**src/rtl/mult_array_scan_reader.sv**
```systemverilog
// Read-side controller for the 32x34 multiplier array: latches operands, waits for
// the array pipeline to settle, then streams a row-major product window. Optional MULT_SCAN_SUM_EN.
module mult_array_scan_reader #(
  parameter int LATENCY = 2,
  parameter int ROWS    = 32,
  parameter int COLS    = 34
) (
  input  logic                clk,
  input  logic                rst_n,
  input  logic                start,
  input  logic [8*ROWS-1:0]   feature_in,
  input  logic [8*COLS-1:0]   weight_in,
  input  logic [5:0]          n_rows,
  input  logic [5:0]          n_cols,
  output logic [8*ROWS-1:0]   feature,
  output logic [8*COLS-1:0]   weight,
  output logic [5:0]          addr_i,
  output logic [5:0]          addr_j,
  input  logic [15:0]         product,
  output logic                out_valid,
  input  logic                out_ready,
  output logic [15:0]         out_data,
  output logic [5:0]          out_i,
  output logic [5:0]          out_j,
  output logic                out_last,
  output logic                busy,
`ifdef MULT_SCAN_SUM_EN
  output logic [26:0]         sum_out,
  output logic                sum_valid,
`endif
  output logic                done
);

  localparam int CNT_W = $clog2(LATENCY + 2);
  localparam logic [5:0] ROWS_MAX = 6'(ROWS);
  localparam logic [5:0] COLS_MAX = 6'(COLS);

  typedef enum logic [1:0] {
    S_IDLE   = 2'd0,
    S_SETTLE = 2'd1,
    S_SCAN   = 2'd2,
    S_DONE   = 2'd3
  } state_t;

  state_t             state_q, state_d;
  logic [CNT_W-1:0]   cnt_q, cnt_d;
  logic [8*ROWS-1:0]  feature_q, feature_d;
  logic [8*COLS-1:0]  weight_q, weight_d;
  logic [5:0]         rows_q, rows_d;
  logic [5:0]         cols_q, cols_d;
  logic [5:0]         addr_i_q, addr_i_d;
  logic [5:0]         addr_j_q, addr_j_d;
  logic               remaining_q, remaining_d;
  logic               out_valid_q, out_valid_d;
  logic [15:0]        out_data_q, out_data_d;
  logic [5:0]         out_i_q, out_i_d;
  logic [5:0]         out_j_q, out_j_d;
  logic               out_last_q, out_last_d;
  logic               busy_q, busy_d;
  logic               done_q, done_d;
`ifdef MULT_SCAN_SUM_EN
  logic [26:0]        acc_q, acc_d;
  logic               sum_valid_q, sum_valid_d;
`endif

  logic [5:0] rows_clamped;
  logic [5:0] cols_clamped;
  logic       accept;
  logic       can_capture;
  logic       last_elem;
  logic       col_wrap;

  assign rows_clamped = (n_rows > ROWS_MAX) ? ROWS_MAX : n_rows;
  assign cols_clamped = (n_cols > COLS_MAX) ? COLS_MAX : n_cols;
  assign accept       = out_valid_q && out_ready;
  assign can_capture  = (!out_valid_q || out_ready) && remaining_q;
  assign col_wrap     = (addr_j_q == cols_q - 6'd1);
  assign last_elem    = (addr_i_q == rows_q - 6'd1) && col_wrap;

  always_comb begin
    state_d     = state_q;
    cnt_d       = cnt_q;
    feature_d   = feature_q;
    weight_d    = weight_q;
    rows_d      = rows_q;
    cols_d      = cols_q;
    addr_i_d    = addr_i_q;
    addr_j_d    = addr_j_q;
    remaining_d = remaining_q;
    out_valid_d = out_valid_q;
    out_data_d  = out_data_q;
    out_i_d     = out_i_q;
    out_j_d     = out_j_q;
    out_last_d  = out_last_q;
    busy_d      = busy_q;
    done_d      = 1'b0;
`ifdef MULT_SCAN_SUM_EN
    acc_d       = acc_q;
    sum_valid_d = 1'b0;
`endif

    case (state_q)
      S_IDLE: begin
        if (start) begin
          rows_d   = rows_clamped;
          cols_d   = cols_clamped;
          addr_i_d = 6'd0;
          addr_j_d = 6'd0;
          cnt_d    = '0;
          busy_d   = 1'b1;
`ifdef MULT_SCAN_SUM_EN
          acc_d    = 27'd0;
`endif
          // An empty window skips the array entirely and leaves the operands untouched.
          if (rows_clamped == 6'd0 || cols_clamped == 6'd0) begin
            state_d = S_DONE;
          end else begin
            feature_d   = feature_in;
            weight_d    = weight_in;
            remaining_d = 1'b1;
            state_d     = S_SETTLE;
          end
        end
      end

      S_SETTLE: begin
        if (cnt_q == CNT_W'(LATENCY)) begin
          state_d = S_SCAN;
        end else begin
          cnt_d = cnt_q + CNT_W'(1);
        end
      end

      S_SCAN: begin
`ifdef MULT_SCAN_SUM_EN
        if (accept) begin
          acc_d = acc_q + {{11{out_data_q[15]}}, out_data_q};
        end
`endif
        if (accept && out_last_q) begin
          out_valid_d = 1'b0;
          out_last_d  = 1'b0;
          state_d     = S_DONE;
        end else if (can_capture) begin
          out_data_d  = product;
          out_i_d     = addr_i_q;
          out_j_d     = addr_j_q;
          out_valid_d = 1'b1;
          out_last_d  = last_elem;
          // The address parks on the final element once it has been captured.
          if (last_elem) begin
            remaining_d = 1'b0;
          end else if (col_wrap) begin
            addr_j_d = 6'd0;
            addr_i_d = addr_i_q + 6'd1;
          end else begin
            addr_j_d = addr_j_q + 6'd1;
          end
        end
      end

      S_DONE: begin
        done_d  = 1'b1;
        busy_d  = 1'b0;
        state_d = S_IDLE;
`ifdef MULT_SCAN_SUM_EN
        sum_valid_d = 1'b1;
`endif
      end

      default: state_d = S_IDLE;
    endcase
  end

  always_ff @(posedge clk or negedge rst_n) begin
    if (!rst_n) begin
      state_q     <= S_IDLE;
      cnt_q       <= '0;
      feature_q   <= '0;
      weight_q    <= '0;
      rows_q      <= 6'd0;
      cols_q      <= 6'd0;
      addr_i_q    <= 6'd0;
      addr_j_q    <= 6'd0;
      remaining_q <= 1'b0;
      out_valid_q <= 1'b0;
      out_data_q  <= 16'd0;
      out_i_q     <= 6'd0;
      out_j_q     <= 6'd0;
      out_last_q  <= 1'b0;
      busy_q      <= 1'b0;
      done_q      <= 1'b0;
`ifdef MULT_SCAN_SUM_EN
      acc_q       <= 27'd0;
      sum_valid_q <= 1'b0;
`endif
    end else begin
      state_q     <= state_d;
      cnt_q       <= cnt_d;
      feature_q   <= feature_d;
      weight_q    <= weight_d;
      rows_q      <= rows_d;
      cols_q      <= cols_d;
      addr_i_q    <= addr_i_d;
      addr_j_q    <= addr_j_d;
      remaining_q <= remaining_d;
      out_valid_q <= out_valid_d;
      out_data_q  <= out_data_d;
      out_i_q     <= out_i_d;
      out_j_q     <= out_j_d;
      out_last_q  <= out_last_d;
      busy_q      <= busy_d;
      done_q      <= done_d;
`ifdef MULT_SCAN_SUM_EN
      acc_q       <= acc_d;
      sum_valid_q <= sum_valid_d;
`endif
    end
  end

  assign feature   = feature_q;
  assign weight    = weight_q;
  assign addr_i    = addr_i_q;
  assign addr_j    = addr_j_q;
  assign out_valid = out_valid_q;
  assign out_data  = out_data_q;
  assign out_i     = out_i_q;
  assign out_j     = out_j_q;
  assign out_last  = out_last_q;
  assign busy      = busy_q;
  assign done      = done_q;
`ifdef MULT_SCAN_SUM_EN
  assign sum_out   = acc_q;
  assign sum_valid = sum_valid_q;
`endif

endmodule
```
**config.mk**
```make
export PLATFORM = sky130hd
export DESIGN_NAME = mult_array_scan_reader
export DESIGN_NICKNAME = d
export VERILOG_FILES = /design/src/rtl/mult_array_scan_reader.sv
export SDC_FILE = /design/constraint.sdc
export NUM_CORES = 1
export LEC_CHECK = 0
export ABC_AREA = 0
export CAP_MARGIN = 20
export CORE_AREA = 2 2 445 447
export CTS_CLUSTER_SIZE = 30
export DETAILED_ROUTE_END_ITERATION = 12
export DIE_AREA = 0 0 447 449
export PLACE_DENSITY = 0.42
export REMOVE_ABC_BUFFERS = 1
export SKIP_CTS_REPAIR_TIMING = 1
export SLEW_MARGIN = 20
export SYNTH_ARGS = -nofsm -noshare
export SYNTH_HDL_FRONTEND = slang
export SYNTH_SLANG_ARGS = --single-unit
```
**constraint.sdc**
```tcl
create_clock -name clk -period 2.9 [get_ports clk]
set_input_delay 0.435 -clock clk [delete_from_list [all_inputs] [get_ports clk]]
set_output_delay 0.435 -clock clk [all_outputs]
set_load 0.05 [all_outputs]
```
# ---- After elaboration in Yosys (flattened, before gate mapping)
# Cells that the tools add are included.
dict set report totals {
  ff_bits 589
  latch_bits 0
  ram_bits 0
  mem_bits_ro 0
  out_inout_bits 572
  wordCells 99
  memories 0
}
dict set report op_classes {
  addsub 5
  multipliers 0
  div 0
  n_lt_le_gt_ge 2
  eq_ne 16
  n_shift 0
  n_mux 34
  bitwise_logic 2
  n_reduce_logical 24
}
# cell n
set op_table {}
lappend op_table {{$mux W6} 11}
lappend op_table {{$pmux W6 S2} 2}
lappend op_table {{$ne A2 B2 Y1 const B} 10}
lappend op_table {{$add A6 B1 Y6 const B} 2}
lappend op_table {{$eq A6 B6 Y1} 2}
lappend op_table {{$gt A6 B6 Y1 const B} 2}
lappend op_table {{$logic_not A6 Y1} 2}
lappend op_table {{$mux W2} 6}
lappend op_table {{$reduce_and A3 Y1} 4}
lappend op_table {{$reduce_and A6 Y1} 2}
lappend op_table {{$sub A6 B1 Y6 const B} 2}
lappend op_table {{$mux W1} 11}
lappend op_table {{$pmux W2 S4} 1}
lappend op_table {{$reduce_bool A2 Y1} 4}
lappend op_table {{$eq A2 B2 Y1 const B} 3}
lappend op_table {{$reduce_and A2 Y1} 3}
lappend op_table {{$reduce_and A5 Y1} 1}
lappend op_table {{$logic_and A1 B1 Y1} 4}
lappend op_table {{$pmux W1 S2} 2}
lappend op_table {{$pmux W2 S2} 1}
lappend op_table {{$add A2 B1 Y2 const B} 1}
lappend op_table {{$eq A2 B1 Y1 const B} 1}
lappend op_table {{$logic_not A2 Y1} 1}
lappend op_table {{$logic_or A1 B1 Y1} 2}
lappend op_table {{other kinds (2)} 3}

# ---- Logic depth before layout (Yosys ltp)
# Gate-level depths: netlist of run 1.
dict set report logic_depth {
  depth_word 7
  ltp_mapped 9
}

# ---- Least setup slack after synthesis of run 1
# OpenSTA, ideal clock, no wires.
dict set report synth_path {
  path_kind {register to register}
  start {register addr_j_q[4] (netlist: addr_j[4])}
  end {register addr_j_q[3] (netlist: addr_j[3])}
  setup_time_ps 126
  arrival_time_ps 2095
  required_time_ps 2774
  path_slack_ps 679
  path_stages_with_launch 7
  path_buffers 0
  synth_period_minus_slack_ps 2221
  path_cell_list {dfrtp_1 -> xor2_1 -> o211a_1 -> a211oi_2 -> nor2_1 -> a31o_2 -> a221o_1}
}
dict set report synth_between {
  elab_chain_len 6
  elab_cells_between_ends 9
  classes_between {eq/ne (2); mux (5); reduce/logical (2)}
}
# item line
set synth_rtl {}
lappend synth_rtl {{from (decl)} 52} ;# logic [5:0] addr_j_q, addr_j_d;
lappend synth_rtl {{from (signal assigned)} 205} ;# addr_j_q <= addr_j_d;
lappend synth_rtl {{$eq A6 B6 Y1 *} 77} ;# assign col_wrap = (addr_j_q == cols_q - 6'd1);
lappend synth_rtl {{$mux W6} 153} ;# end else if (col_wrap) begin
lappend synth_rtl {{$mux W6} 151} ;# if (last_elem) begin
lappend synth_rtl {{$mux W6} 144} ;# end else if (can_capture) begin
lappend synth_rtl {{$mux W6} 140} ;# if (accept && out_last_q) begin
lappend synth_rtl {{$pmux W6 S2} 102} ;# case (state_q)
# Mark *: on every way between the ends. The rest lies on a longest branch, timed or not. The select of a mux whose other input is x is not followed.
# A chain may end at the register's enable or synchronous reset.

# ---- Final worst setup path of run 1
dict set report layout_path {
  start {register addr_j_q[2] (netlist: addr_j[2])}
  end {output addr_j[2]}
}
# item line
set layout_rtl {}
lappend layout_rtl {{to (decl)} 18} ;# output logic [5:0] addr_j,
# No word-level cell between the ends.

==> results by group, run 1 <==
Timing
  • Min Clock Period, post-route: 2.71 ns
  • Rel. slew slack: between 40% and 50%
  • Hold Vio Cnt, Final: 0
  • Setup TNS: 0 ns
  • Post-route clock skew: ~0.034 ns
  • Final Setup Violations: 0
  • Slew Limit Fails: 0
  • Final Cycle Share: between 90 and 100%
  • Worst-margin pin slew: 0.867 ns
  • Max Clock Freq: 369 MHz
  • RSZ-0062 raised after global routing: false

Hold path
  • Worst min path class: primary input to asynchronous set/reset pin

Setup path
  • Worst Setup Start Kind: flip-flop
  • Worst EP arrival: 2.27 ns
  • WP data required: 2.47 ns
  • Crit Path Category: flip-flop to primary output
  • Setup crit end kind: primary output
  • CP max FO: 7
  • Reg2reg end: addr_j[1]
  • Reg2Reg Depth: 8
  • Startpoint of the worst register-to-register path: rows_q[0]
  • Register-to-register setup slack: 0.42 ns

Cells and area
  • Finished Cell Area: 42500 um2
  • Footprint of the multi-input gates: about 9400 um2
  • Cell Count, Final, Fillers Out: 5373
  • Final net count: 3214
  • Fillers: 21000
  • Reg area: 14700 um2
  • Ratio of cells with drive above 1 in the final layout: 29.5%
  • Commonest non-fill, non-tap cell in the layout: clkdlybuf4s50_1
  • Area grow syn2layout: 67.4%
  • Most frequent cells in the layout: clkdlybuf4s50_1 (1121), dfrtp_1 (589), mux2_4 (520)

Synthesis
  • Synth Register Bits: 589
  • Post-Syn Area per Cell: 18.1 um2
  • Dominant synthesized flop cell: dfrtp_1
  • Syn Inst Count: 1406
  • Mapped Area: 25400 um2
  • Post-synthesis sequential area ratio: 58.0%
  • Post-synth EDFFs: 0
  • Synth async-reset ratio: 100%
  • Count of cell types in the netlist: 54
  • Yosys warning total: 0

Job
  • Max_cap viols: 0

Placement
  • Routability congestion estimate: 0.835
  • Placed Area: 39900 um2
  • IO Port Bufs: between 1000 and 1500
  • Dpl cells: between 5000 and 6000
  • Post-DP HPWL: around 110000 um

Route
  • DRT met1 WL: 49100 um
  • WL met2: 64900 um
  • TritonRoute pass-1 iters: 4
  • DRT antenna net count: 0
  • Initial DRC count: 743
  • Met3 wire len: 12100 um
  • DR top layer: met5
  • Via density: 3.19
  • Post-Route WL: 130000 um
  • DR WL/cell: 24.3 um
  • Total number of vias: 17100
  • Number of remaining DRC errors: 0

Pwr
  • PwrDens: 1420 nW/um2
  • Leakage: 0.0177 uW
  • VDD IR max: 0.640 mV

Clock network
  • Max Buffers Root-to-Sink: 3
  • H-tree Lvls: 3
  • Clock sink total: 589
  • CTS tree: done
  • Worst-path clk slew: 0.07 ns
  • Cts bufs inserted: 78
  • CTS root buffer: clkbuf_16
  • Clock Latency Late Sink: around 0.70 ns

Floorplanning
  • Initial Util: between 10% and 20%
  • Die Span Y: ~450 um
  • Die X-Extent: 447 um
  • Num ports: 1132
  • Core Area: 196000 um2
  • Core Rows: about 160
  • Area of the die: 201000 um2

GRT
  • Pin count of the biggest net entering global routing: 94
  • All-layer global routing usage: between 10% and 20%
  • First-pass GRT wire length: 172000 um
  • Number of global-route vias before repair: 18300
  • Overflow after GRT: 0
  • Initial antenna violation count: 82

Outcome
  • Outcome: completed
-- power by group --
part           total, uW  leakage [uW]  internal, uW  switching [uW]
combinational      35300       0.00946         14200           21100
clock               9850       0.00125          5730            4130
sequential         15300       0.00699         12300            3010
total              60500        0.0177         32200           28300
-- final cells by class --
type / instances / area share, %
diodes: 30 / 0.177
clock buffers: 114 / 5.36
clock inverters: 24 / 0.653
inverters: 10 / 0.0883
multi-input cells: 738 / 22.2
flip-flops and latches: 589 / 34.7
well taps: 2640 / 7.77
repair buffers: 1228 / 29.1
-- cell usage after synthesis (2+ instances only) --
library cell	number	share of area (%)
a22o_1	2	0.069
nand2_1	28	0.41
and2_1	4	0.098
mux2_4	520	31
buf_2	4	0.079
dfrtp_1	589	58
o21ai_0	17	0.33
a41o_1	3	0.12
and3_1	3	0.074
nor2_1	14	0.21
nor4_1	5	0.12
ha_1	9	0.44
a221o_1	4	0.16
a31oi_1	3	0.074
nor2b_1	8	0.20
buf_12	55	4.3
nand2b_1	8	0.20
a22oi_1	2	0.059
xnor2_1	6	0.21
buf_6	3	0.13
clkbuf_1	7	0.10
mux2_2	40	1.8
a21oi_1	10	0.20
nor3_1	6	0.12
nand3_1	6	0.12
inv_1	10	0.15
xor2_1	6	0.21
o211ai_1	4	0.12
mux2i_1	3	0.12
a211oi_2	3	0.15
-- through the flow --
stage	hold WS [ns]	util, %	total power [uW]	worst slack [ns]
CTS	-0.412	21.6	61500	0.0595
detailed placement	0.396	20.3	51000	-0.00708
global route	0.224	21.6	62800	0.105
finish	0.233	21.7	60500	0.191
global placement	0.397	20.3	51100	-0.000695
floorplan	0.139	-	33500	-11.83
-- critical path, stage by stage, from the launching register on --
cell,delay (ns)
dfrtp_1,0.44
buf_4,0.23
clkdlybuf4s50_1,0.89
-- how the worst max path moves through the flow --
stage	startpoint	endpoint	slack (ns)	cells past startpoint
final	addr_j[2]	addr_j[2]	0.19	2
after global routing	addr_j[2]	addr_j[2]	0.11	2
after CTS	addr_j[2]	addr_j[2]	0.06	2
after detailed placement	n_cols[3]	weight[250]	-0.007	8
after global placement	n_cols[4]	weight[69]	-0.0007	8
after floorplan	state_q[0]	feature[109]	-11.83	5
-- registers in the layout (all words and copies together) (netlist names) --
signal,count
addr_i,6
addr_j,6
busy,1
cnt_q,2
cols_q,6
done,1
feature,256
out_data,16
out_i,6
out_j,6
out_last,1
out_valid,1
remaining_q,1
rows_q,6
state_q,2
weight,272
-- routing by layer --
layer | vias up | track usage [%]
met1 | 8659 | 14.5
met3 | 200 | 4.60
met2 | 724 | 21.3
met5 | - | 0.168
met4 | 28 | 5.00
li1 | 7532 | -
-- logic make-up after synthesis --
| kind of cell | count (synthesis) | share of synthesized area (%) |
|---|---|---|
| adder cells (fa/ha/maj) | 9 | 0.443 |
| buffers and inverters | 79 | 4.80 |
| multiplexers | 563 | 32.6 |
| XOR/XNOR | 12 | 0.414 |
| AO/OA/AOI/OAI | 62 | 1.83 |
| flip-flops | 589 | 58.0 |
| AND/OR/NAND/NOR | 92 | 1.88 |
Power figures use the tool's default switching activity.
==> inputs of run 2 (changes only) <==
Settings changed: CORE_AREA 2 2 445 447 to 2 2 435 437, DIE_AREA 0 0 447 449 to 0 0 437 439, HOLD_SLACK_MARGIN from default to 0.1, PLACE_DENSITY 0.42 to 0.43.
==> run 2 against run 1 <==
Effect of this change: die area shrank 4.4%; clock skew grew 0.0031 ns; sequential power is essentially flat; flip-flop and latch count is the same; fmax grew 1.9%; power shrank 0.46%; setup slack gained 0.050 ns; utilization grew 0.86 points.
==> results by group, run 2 (synthesis results as in run 1) <==
Floorplanning
  • Num ports: 1132
  • Area of the die: 192000 um2
  • Core Area: roughly 190000 um2
  • Die X-Extent: 437 um
  • Core Rows: about 160
  • Die Span Y: between 400 and 500 um
  • Initial Util: 13.6%

Hold path
  • Worst min path class: primary input to flip-flop
  • Hold Crit Start: weight_in[118]
  • Hold Crit Depth: 2

Timing
  • Rel. slew slack: 45.3%
  • Hold Vio Cnt, Final: 0
  • Max Clock Freq: approximately 380 MHz
  • Final Cycle Share: 91.7%
  • Final WS setup: about 0.24 ns
  • Worst-margin pin slew: 0.820 ns
  • Min Clock Period, post-route: 2.66 ns
  • RSZ-0062 raised after global routing: false
  • WHS: 0.339 ns
  • Slew Limit Fails: 0
  • Final Setup Violations: 0
  • Post-route clock skew: 0.0370 ns

Job
  • Max_cap viols: 0

Route
  • Initial DRC count: 570
  • Post-Route WL: roughly 120000 um
  • DR WL/cell: 22.6 um
  • Total number of vias: 16600
  • DRT antenna net count: 0
  • TritonRoute pass-1 iters: 4
  • Number of remaining DRC errors: 0
  • Via density: approximately 3.2

Outcome
  • Outcome: completed

Setup path
  • Reg2Reg Depth: 8
  • Worst Setup Start Kind: flip-flop
  • Crit path launch: addr_j[0]
  • Slowest cell delay on critical path: 0.99 ns
  • CP max FO: 5
  • Crit Path Category: flip-flop to primary output
  • CP Cell Sequence: clkdlybuf4s50_1
  • Worst EP arrival: around 2.2 ns
  • Startpoint of the worst register-to-register path: cols_q[0]
  • Register-to-register setup slack: 0.44 ns
  • WP data required: 2.47 ns
  • Instance count on the critical path: 1
  • Slowest-stage cell, CP: clkdlybuf4s50_1
  • Crit path buf inv count: 1
  • Setup crit end kind: primary output
  • CP top delay family: buffers and inverters

GRT
  • First-pass GRT wire length: approximately 160000 um
  • Overflow after GRT: 0
  • All-layer global routing usage: roughly an eighth
  • Pin count of the biggest net entering global routing: slightly below 60
  • Number of global-route vias before repair: about 18000
  • Initial antenna violation count: 48

Cells and area
  • Footprint of the multi-input gates: 9450 um2
  • Commonest non-fill, non-tap cell in the layout: clkdlybuf4s50_1
  • Reg area: 14700 um2
  • Final net count: 3186
  • Finished Cell Area: 42100 um2
  • Ratio of cells with drive above 1 in the final layout: between 20% and 30%
  • Fin util: 22.5%
  • Max reg flops: 272
  • Most frequent cells in the layout: clkdlybuf4s50_1 (1119), dfrtp_1 (589), mux2_4 (520)
  • Fillers: 19800
  • Area grow syn2layout: 65.8%

Clock network
  • Worst-path clk slew: 0.06 ns
  • CTS root buffer: clkbuf_16
  • Cts bufs inserted: 80
  • CTS tree: done
  • Clock Latency Late Sink: 0.71 ns
  • Max Buffers Root-to-Sink: 3
  • Clock sink total: 589
  • H-tree Lvls: 3

Placement
  • Routability congestion estimate: 0.786
  • IO Port Bufs: 1131
  • Worst slack, placed: 0.0187 ns
  • Placed Area: 39400 um2
  • Post-DP HPWL: roughly 94000 um

Pwr
  • Leakage: 0.0176 uW
  • Power Total: 60200 uW
  • PwrDens: 1430 nW/um2
  • VDD IR max: slightly above 0.7 mV
run 2: cell types whose count changed in the layout (fill, tap and decap cells not counted), sizes merged, moves of 2 or more:
| cell | change |
|---|---|
| buf | -28 |
| diode | -19 |
| clkinv | -3 |
| inv | +3 |
| clkbuf | +2 |
| clkdlybuf4s50 | -2 |
run 2: routing by layer:
layer  GRT usage (%)  part of all wire (%)
met5               0                  0.22
met4            2.88                   2.0
met3            4.14                   7.3
met2            20.5                    51
met1            14.0                    40
run 2: final timing paths:
path	end
worst max-delay path	addr_j[0]
worst min-delay path	weight[118]
worst max register to register	addr_j[5]
worst min register to register	out_data[7]
max in group asynchronous	weight[124]
min in group asynchronous	feature[64]
run 2: metrics by stage:
step / cells / setup TNS (ns)
2_1_floorplan: 1337 / -6143.54
4_1_cts: 5171 / 0
5_1_grt: 5173 / 0
6_report: 5183 / 0
3_5_place_dp: 5029 / 0
3_3_place_gp: 5029 / 0
run 2: report_power, final:
part           switching [uW]  internal [uW]  total, uW
combinational           21000          13900      34900
clock                    4130           6060      10200
sequential               2800          12300      15100
total                   28000          32300      60200
run 2: cell type report:
class	count	area share [%]
antenna	11	0.0653
clock inverter	26	0.707
clock buffer	116	5.65
tap	2495	7.41
sequential	589	35.0
multi-input combinational	738	22.4
timing repair buffer	1198	28.7
inverter	10	0.0891
==> inputs of run 3 (changes only) <==
Settings changed: CORE_AREA 2 2 435 437 to 2 2 446 448, DIE_AREA 0 0 437 439 to 0 0 448 450, DONT_BUFFER_PORTS from default to 1, PLACE_DENSITY 0.43 to 0.34.
==> run 3 against run 2 <==
Effect of this change: clock power about the same; non-clock buffer count decreased by 591; via count decreased by 9.6%; final cell count decreased by 7.9%; clock skew decreased by 0.0078 ns; final area decreased by 13%; routed wire length decreased by 6.2%; flip-flop and latch count unchanged; sequential power increased by 110%; hold slack got worse by 0.21 ns; fmax increased by 3.4%; largest cell class unchanged; highest routed layer unchanged.
==> results by group, run 3 (synthesis results as in run 1) <==
Cells and area
  • Fin util: 18.6%
  • Reg area: 14700 um2
  • Fillers: 21200
  • Final net count: 2595
  • Footprint of the multi-input gates: roughly 9400 um2
  • Area grow syn2layout: 43.8%
  • Ratio of cells with drive above 1 in the final layout: 36.1%
  • Max reg flops: roughly 270
  • Most frequent cells in the layout: dfrtp_1 (589), dlygate4sd3_1 (562), mux2_4 (520)
  • Commonest non-fill, non-tap cell in the layout: dfrtp_1
  • Finished Cell Area: 36500 um2

Placement
  • Routability congestion estimate: 0.832
  • IO Port Bufs: 0
  • Placed Area: ~28000 um2
  • Post-DP HPWL: 85000 um
  • Worst slack, placed: approximately 0.34 ns

Route
  • Post-Route WL: 110000 um
  • Initial DRC count: 782
  • Total number of vias: 15000
  • TritonRoute pass-1 iters: 4
  • DR WL/cell: 23.0 um
  • Via density: between 3 and 4
  • Number of remaining DRC errors: 0
  • DRT antenna net count: 0

Setup path
  • WP data required: 3.45 ns
  • Setup crit end kind: flip-flop
  • Worst EP arrival: about 3.1 ns
  • Crit path buf inv count: 2
  • CP max FO: 42
  • Worst Setup Start Kind: flip-flop
  • CP Cell Sequence: inv_1 > ha_1 > nand2_1 > nor2_4 > buf_4 > mux2_4
  • Slowest cell delay on critical path: 0.68 ns
  • Slowest-stage cell, CP: buf_4
  • CP top delay family: buffers and inverters
  • Crit Path Category: flip-flop to flip-flop

Clock network
  • Worst-path clk slew: approximately 0.060 ns
  • CTS root buffer: clkbuf_16
  • H-tree Lvls: 3
  • Max Buffers Root-to-Sink: 3
  • CTS tree: done
  • Cts bufs inserted: 80
  • Clock sink total: roughly 600
  • Clock Latency Late Sink: 0.68 ns

Timing
  • Final WS setup: 0.329 ns
  • Hold Vio Cnt, Final: 0
  • Final Setup Violations: 0
  • Worst-margin pin slew: about 0.96 ns
  • Slew Limit Fails: 0
  • Rel. slew slack: between 30% and 40%
  • Post-route clock skew: 0.0292 ns
  • RSZ-0062 raised after global routing: false
  • Final Cycle Share: 88.7%
  • Max Clock Freq: 389 MHz
  • Min Clock Period, post-route: 2.57 ns

Pwr
  • VDD IR max: approximately 0.6 mV
  • Int Power: 25500 uW
  • Leakage: 0.0154 uW
  • Power Total: 52600 uW
  • Comb pwr share: around a fifth
  • Sw Ratio: 51.4%
  • PwrDens: 1440 nW/um2
  • NetSw: about 27000 uW
  • Power share of the sequential group: 59.4%
  • Clk pwr share: 19.7%

GRT
  • Initial antenna violation count: 75
  • Pin count of the biggest net entering global routing: 590
  • All-layer global routing usage: 10.3%
  • Number of global-route vias before repair: 13400
  • First-pass GRT wire length: about 140000 um
  • Overflow after GRT: 0

Floorplanning
  • Initial Util: 12.9%
  • Die Span Y: 450 um
  • Core Area: between 150000 and 200000 um2
  • Die X-Extent: 448 um
  • Area of the die: 202000 um2
  • Num ports: 1132
  • Core Rows: 163

Outcome
  • Outcome: completed

Job
  • Max_cap viols: 0

Hold path
  • Worst min path class: primary input to flip-flop
[run 3: changes by cell type in the layout (fill, tap and decap cells not counted), sizes merged]
cell           delta
clkdlybuf4s50  -1119
dlygate4sd3     +561
buf              -33
diode            +28
clkbuf           -11
clkinv            +7
clkinvlp          +5
inv               +4
bufinv            +3
[run 3: area by class of cell]
class	instances	share of cell area, %
Antenna cell	39	0.267
Multi-Input combinational cell	738	25.9
Clock inverter	45	1.39
Clock buffer	105	6.15
Sequential cell	589	40.3
Tap cell	2640	9.04
Timing Repair Buffer	607	16.8
Inverter	10	0.103
[run 3: path summary, 6_finish.rpt]
check / start / endpoint / slack [ns] / cells after the start
max in group asynchronous: rst_n / weight[143] / 0.72 / 4
max reg2reg: state_q[0] / weight[64] / 0.33 / 6
max: state_q[0] / weight[64] / 0.33 / 6
min reg2reg: rows_q[5] / rows_q[5] / 0.53 / 1
min in group asynchronous: rst_n / out_data[15] / 0.33 / 2
min: start / cnt_q[1] / 0.13 / 4
[run 3: through the flow]
stage                     hold WS (ns)  TNS (ns)  cells
final                            0.127         0   4773
after global placement           0.159         0   4017
after floorplan                  0.139  -6143.54   1337
after detailed placement         0.156         0   4017
after CTS                       -0.665         0   4167
after global routing             0.107         0   4759
[run 3: power groups by stage]
stage | Sequential [uW] | Combinational [uW] | Clock [uW]
after floorplan | 25600 | 7840 | 0
after global placement | 31900 | 9820 | 0
after detailed placement | 31800 | 10100 | 0
after CTS | 31600 | 10200 | 10900
after global routing | 31700 | 11700 | 11200
final | 31200 | 11000 | 10300
[run 3: worst register-to-register path, stage by stage, from the launching register on]
cell and delay (ns):
dfrtp_1 0.42, inv_1 0.10, ha_1 0.32, nand2_1 0.16, nor2_4 0.29, buf_4 0.68
mux2_4 0.47
[run 3: per-layer routing]
layer  up-vias  track usage, %  share of wire (%)
met5         -               0               0.28
met4        48            3.30                3.2
met3       195            5.51                7.9
met2       666            17.2                 50
met1      7774            11.0                 39
li1       6306               -                  -
